[src/rtl/alu_mul_sequencer.sv]
`default_nettype none
// ============================================================================
// Module   : alu_mul_sequencer
// Brief    : Iterative shift-add multiplier beside the EX-stage ALU; stalls
//            the pipeline until the low WIDTH bits of the product are ready.
// Revision : 1.0 - initial release
// ============================================================================
module alu_mul_sequencer #(
    parameter int           WIDTH  = 32,
    parameter int           CNT_W  = 6,
    parameter logic [2:0]   MUL_OP = 3'b011
) (
    input  logic             clk_i,
    input  logic             rst_i,
    input  logic             valid_i,
    input  logic             flush_i,
    input  logic [2:0]       ALUCtrl_i,
    input  logic [WIDTH-1:0] data1_i,
    input  logic [WIDTH-1:0] data2_i,
    output logic             stall_o,
    output logic             busy_o,
    output logic             done_o,
    output logic [WIDTH-1:0] result_o
);

    localparam logic [CNT_W-1:0] c_last_iter = CNT_W'(WIDTH - 1);

    typedef enum logic [1:0] {
        S_IDLE = 2'd0,
        S_RUN  = 2'd1,
        S_DONE = 2'd2
    } state_t;

    state_t           r_state;
    logic [WIDTH-1:0] r_acc;
    logic [WIDTH-1:0] r_mcand;
    logic [WIDTH-1:0] r_mpl;
    logic [WIDTH-1:0] r_result;
    logic [CNT_W-1:0] r_cnt;
    logic             r_done;
    logic             r_busy;

    logic             w_start;
    logic [WIDTH-1:0] w_acc_next;
    logic [WIDTH-1:0] w_mpl_next;
    logic             w_last;

    assign w_start    = valid_i & (ALUCtrl_i == MUL_OP) & ~flush_i;
    assign w_acc_next = r_mpl[0] ? (r_acc + r_mcand) : r_acc;
    assign w_mpl_next = r_mpl >> 1;
    // Stop as soon as no multiplier bits remain; the counter bounds the worst case.
    assign w_last     = (w_mpl_next == '0) || (r_cnt == c_last_iter);

    // Stall must follow the EX instruction in the same cycle so the mul is held
    // on entry and released immediately on a flush.
    assign stall_o  = rst_i & (((r_state == S_IDLE) & w_start) |
                               ((r_state == S_RUN)  & ~flush_i));
    assign busy_o   = r_busy;
    assign done_o   = r_done;
    assign result_o = r_result;

    always_ff @(posedge clk_i or negedge rst_i) begin
        if (!rst_i) begin
            r_state  <= S_IDLE;
            r_acc    <= '0;
            r_mcand  <= '0;
            r_mpl    <= '0;
            r_cnt    <= '0;
            r_result <= '0;
            r_done   <= 1'b0;
            r_busy   <= 1'b0;
        end else begin
            case (r_state)
                S_IDLE: begin
                    r_done <= 1'b0;
                    if (w_start) begin
                        r_mcand <= data1_i;
                        r_mpl   <= data2_i;
                        r_acc   <= '0;
                        r_cnt   <= '0;
                        r_busy  <= 1'b1;
                        r_state <= S_RUN;
                    end
                end
                S_RUN: begin
                    if (flush_i) begin
                        r_busy  <= 1'b0;
                        r_state <= S_IDLE;
                    end else begin
                        r_acc   <= w_acc_next;
                        r_mcand <= r_mcand << 1;
                        r_mpl   <= w_mpl_next;
                        r_cnt   <= r_cnt + 1'b1;
                        if (w_last) begin
                            r_result <= w_acc_next;
                            r_done   <= 1'b1;
                            r_state  <= S_DONE;
                        end
                    end
                end
                S_DONE: begin
                    r_done  <= 1'b0;
                    r_busy  <= 1'b0;
                    r_state <= S_IDLE;
                end
                default: begin
                    r_done  <= 1'b0;
                    r_busy  <= 1'b0;
                    r_state <= S_IDLE;
                end
            endcase
        end
    end

endmodule
`default_nettype wire

[config.mk]
export PLATFORM = sky130hd
export DESIGN_NAME = alu_mul_sequencer
export DESIGN_NICKNAME = d
export VERILOG_FILES = /design/src/rtl/alu_mul_sequencer.sv
export SDC_FILE = /design/constraint.sdc
export NUM_CORES = 1
export LEC_CHECK = 0
export CAP_MARGIN = 40
export CORE_ASPECT_RATIO = 1.4
export CORE_MARGIN = 3
export CORE_UTILIZATION = 59
export DETAILED_ROUTE_END_ITERATION = 6
export GPL_TIMING_DRIVEN = 1
export PLACE_DENSITY = 0.85
export SETUP_SLACK_MARGIN = 0.2
export SYNTH_ARGS = -nofsm -noshare
export SYNTH_HDL_FRONTEND = slang
export SYNTH_SLANG_ARGS = --single-unit
[constraint.sdc]
create_clock -name clk_i -period 7.05 [get_ports clk_i]
set_clock_uncertainty 0.2 [all_clocks]
set_input_delay 1.41 -clock clk_i [delete_from_list [all_inputs] [get_ports clk_i]]
set_output_delay 1.41 -clock clk_i [all_outputs]
set_load 0.005 [all_outputs]
# == Yosys cells after proc, flatten, opt, wreduce, memory -nomap -nowiden ==
# Index checks and enable logic that the tools add are counted.
# totals
inputBits,71
reg_bits,138
# classes
reduce_logical,9
mux,23
n_bitwise,7
n_eq_ne,8
addsub,2
# op_table
cell,count
two-way mux 32 bit,7
case mux 32 bit (2 select lines),3
adder 32 bit,1
zero test 32 bit,1
two-way mux 6 bit,2
case mux 6 bit (2 select lines),1
"!= test 2 bit, second input constant",4
"adder 6 x 1 -> 6 bit, second input constant",1
"equality test 6 x 5 -> 1 bit, second input constant",1
two-way mux 2 bit,3
AND reduction 2 bit,3
AND reduction 3 bit,2
AND 1 bit,5
two-way mux 1 bit,5
case mux 2 bit (2 select lines),1
"equality test 3 x 2 -> 1 bit, second input constant",1
"!= test 3 bit, second input constant",1
"equality test 2 x 1 -> 1 bit, second input constant",1
zero test 2 bit,1
case mux 1 bit (2 select lines),1
nonzero test 2 bit,1
logical OR 1 bit,1
NOT 1 bit,1
OR 1 bit,1

# == Depth between registers and ports, before layout ==
# depth
word_depth,6
mapped_depth,11
mapped_depth_nobuf,11

# == Worst setup path before layout ==
# No wires, ideal clock.
# synth_path
path_type,input to output
from,input port ALUCtrl_i[2]
to,output port stall_o
n_path_buf,2
t_arrival_ns,3.052
slack_ns,2.388
required_time_ns,5.440
cell_stages,6
cell_sequence,nand4b_1 nor4_1 or2_2 clkbuf_1 clkbuf_1 and2_1
# synth_via
elab_chain_len,6
# synth_lines
element,line_no,text
"start, declared",17,"input logic [2:0] ALUCtrl_i,"
equality test 3 x 2 -> 1 bit,48,assign w_start = valid_i & (ALUCtrl_i == MUL_OP) & ~flush_i;
AND 1 bit (2 in series),48,
AND 1 bit,56,assign stall_o = rst_i & (((r_state == S_IDLE) & w_start) |
OR 1 bit,56,
AND 1 bit,56,
"end, declared",20,"output logic stall_o,"
# Every way passes these cells.

# == Worst setup path in the final report ==
# layout_path
from,input port ALUCtrl_i[1]
to,output port stall_o
# Same word-level chain as after synthesis.

==> impl_metrics.toml <==
[worst_setup_path]
cp_top_family = "buffers and inverters"
cp-end-kind = "primary output"
crit_chain = "clkdlybuf4s50_1, nand4b_1, nor4_2, or2_2, and2_1, clkdlybuf4s50_1"
critPathMaxFanout = 2
rr_worst_depth = 9
rrSetupSlack_ns = 3.32
r2r-start = "r_state[1]$_DFFE_PN0P_"
max_stage_delay_ns = 0.51
arrival_ns = 3.16
crit_start = "ALUCtrl_i[1]"
required_ns = 5.44
critPathBufInv = 2
crit_type = "primary input to primary output"
cpMostUsedCell = "clkdlybuf4s50_1"
cp_slowest_cell = "clkdlybuf4s50_1"
worstSetupStartpointType = "primary input"
reg2reg_to = "result_o[18]$_DFFE_PN0P_"

[clock_tree]
hold_buffers = 0
cts_setup_buffers = 0
clkLatencyLatePin_ns = 0.42
cts_tree = "yes"
numCtsBuffers = 17
clkSinkCount = 138
ctsLongestPathBuffers = 2
clockRootBuffer = "clkbuf_16"
clk_pin_slew_ns = 0.06
cts.htree.levels = 4
post_cts_resized = 0

[cells_and_area]
syn_to_final_growth_pct = 24.2
diodes = 0
fin_util = 0.763
fin_nets = 1020
drive_gt1_frac = 0.0560

[global_route]
grtUsageTotal = 0.317
antenna_found_initial = 0
grt_pass1_wl_mm = 35.0
grt.overflow.total = 0
grt_pass1_vias = 7075
grt_max_degree = 77

[floorplan]
pin_count = 106
initial_core_util = 0.614
core_area_um2 = 12100
die_h_um = 139
die_w_um = 101
row_count = 47
die_area_um2 = 13900

[route]
ant_nets = 0
viasPerCell = 6.39
drt-initial-drc-count = 467
wirelength_mm = 21.2
vias = 6870
drc_errors = 0
first_pass_iters = 5
wl_per_cell_um = 19.7

[timing]
relSlewSlack = 0.453
fin_crit_ns = 4.77
timing.final.crit_share = 0.677
rsz0062_at_grt = "false"
hold_viol = 0
fmax_ghz = 0.209
report.final.slew_viol_count = 0
tns_ns = 0
setup_viol = 0
worstMarginPinSlew_ns = 0.820

[logic_synthesis]
yosysTopAreaCell = "dfrtp_1"
synthCells = 826
synthTopCellsByArea = "dfrtp_1 47%, nand2_1 10%, ha_1 5.4%, a22oi_1 4.0%, o21ai_0 2.8%"
avgSynthCellArea_um2 = 8.96
synth.top_cell.area_share = 0.466
yosys_warnings = 0
ys_async_sr_fraction = 1.00
syn_nets = 930
ys_seq_area_frac = 0.466
syn_area_um2 = 7400
synth_seq_cells = 138
synthFlopType = "dfrtp_1"
synth.distinct_cells = 59
synth-edff-count = 0

[hold_path]
hold_class = "flip-flop to flip-flop"
hold_depth = 2
whs_endpoint = "result_o[19]$_DFFE_PN0P_"
min_from = "result_o[19]$_DFFE_PN0P_"

[run]
cap_violations = 0

[power]
pwr_density_cell_nw_per_um2 = 362
power_leakage_uw = 0.00424
max-vdd-ir-drop_uv = 172
total_power_uw = 3330

[place]
finalWeightedCongestion = 0.918
dp_hpwl_mm = 14.8
place.port_buffers = 105

[status]
status = "complete, no violations"
## where the power goes
part / total [µW] / leakage (µW) / internal, µW / switching, µW
logic: 1250 / 0.00217 / 528 / 722
registers: 1170 / 0.00179 / 972 / 194
clock network: 911 / 0.000290 / 564 / 347
total: 3330 / 0.00424 / 2060 / 1260
## logic make-up (layout without fill, tap and decap cells)
family	after synthesis	count (layout)	share of synthesized area
AOI/OAI and AO/OA	247	247	0.223
xor gates and xnor gates	29	29	0.0343
adders and majority gates	33	33	0.0568
buffers and inverters	54	156	0.0279
DFF	138	138	0.466
muxes	8	8	0.0108
and+or+nand+nor	317	317	0.181
## flip-flops by register name, summed over array words and instances (netlist names)
signal / cells
busy_o: 1
done_o: 1
r_acc: 32
r_cnt: 6
r_mcand: 32
r_mpl: 32
r_state: 2
result_o: 32
## worst max path at each step
| stage | depth (start not counted) | endpoint | slack (ns) |
|---|---|---|---|
| floorplan | 6 | stall_o | 2.39 |
| global placement | 6 | stall_o | 2.35 |
| detailed placement | 8 | result_o[18]$_DFFE_PN0P_ | 2.20 |
| CTS | 6 | stall_o | 2.26 |
| global route | 6 | stall_o | 2.21 |
| finish | 6 | stall_o | 2.28 |
## Yosys cell counts (all sizes together), types with 4 or more instances
| library cell | n |
|---|---|
| o21a | 14 |
| nor2 | 54 |
| nand2 | 205 |
| or3 | 4 |
| a21oi | 32 |
| dfrtp | 138 |
| nand3 | 5 |
| o21bai | 5 |
| inv | 5 |
| and2 | 4 |
| nand4 | 4 |
| a22oi | 39 |
| buf | 6 |
| a22o | 4 |
| a21o | 20 |
| ha | 32 |
| nand2b | 4 |
| a211oi | 4 |
| o211ai | 11 |
| mux2i | 8 |
| nor3 | 7 |
| xnor2 | 19 |
| o22ai | 19 |
| a31oi | 29 |
| and3 | 8 |
| o21ai | 42 |
| clkbuf | 41 |
| xor2 | 10 |
| nor4 | 8 |
## metal layers
metal	vias to the layer above	share of wire	routed length (µm)	global-route usage
met5	-	0	0	0
met4	0	0.058	1220	0.181
met3	95	0.052	1090	0.0523
met2	311	0.53	11200	0.540
met1	3327	0.36	7670	0.371
li1	3137	-	-	-
## metrics by stage
stage                     setup slack [ns]  instance area (µm²)  hold WS [ns]  std cells
after floorplan                       2.39                 7400         0.235        826
final                                 2.28                 9190         0.277       1075
after detailed placement              2.20                 8600         0.269       1044
after global routing                  2.21                 9190         0.303       1075
after global placement                2.35                 8550         0.260       1041
after CTS                             2.26                 9190         0.283       1075
## worst reg2reg max path: cells and delay by family (launching register included)
family          cells  cell delay, ns
simple gates        4            1.37
buf+inv             3            1.35
flops               1            0.45
compound gates      2            0.23
## final cells by class
type / count / area (µm²)
well taps: 147 / 184
multi-input cells: 634 / 3760
inverters: 7 / 26.3
repair buffers: 118 / 1170
flip-flops and latches: 138 / 3450
fillers: 868 / 2860
clock inverters: 11 / 148
clock buffers: 20 / 447
## placed cells by master (no fill, tap or decap), types with 4 or more instances in the layout
master	netlist	routed
inv_1	5	5
clkdlybuf4s50_1	0	104
and2_1	4	4
nor2_1	54	52
clkinv_4	0	4
dfrtp_1	138	138
a21oi_1	31	31
nand2b_1	4	4
ha_1	32	32
nor3_1	7	7
a21o_1	20	20
o211ai_1	11	11
o21ai_0	42	42
xor2_1	10	10
o22ai_1	19	19
xnor2_1	19	19
nand2_1	205	205
a22o_1	4	4
o21a_1	14	14
nand4_1	4	4
or3_1	4	4
o21bai_1	5	5
clkbuf_16	0	17
buf_4	0	10
a22oi_1	39	39
nand3_1	5	5
mux2i_1	8	8
nor4_1	8	7
a31oi_1	29	29
a211oi_1	4	4
and3_1	8	8
Power figures use the tool's default switching activity.
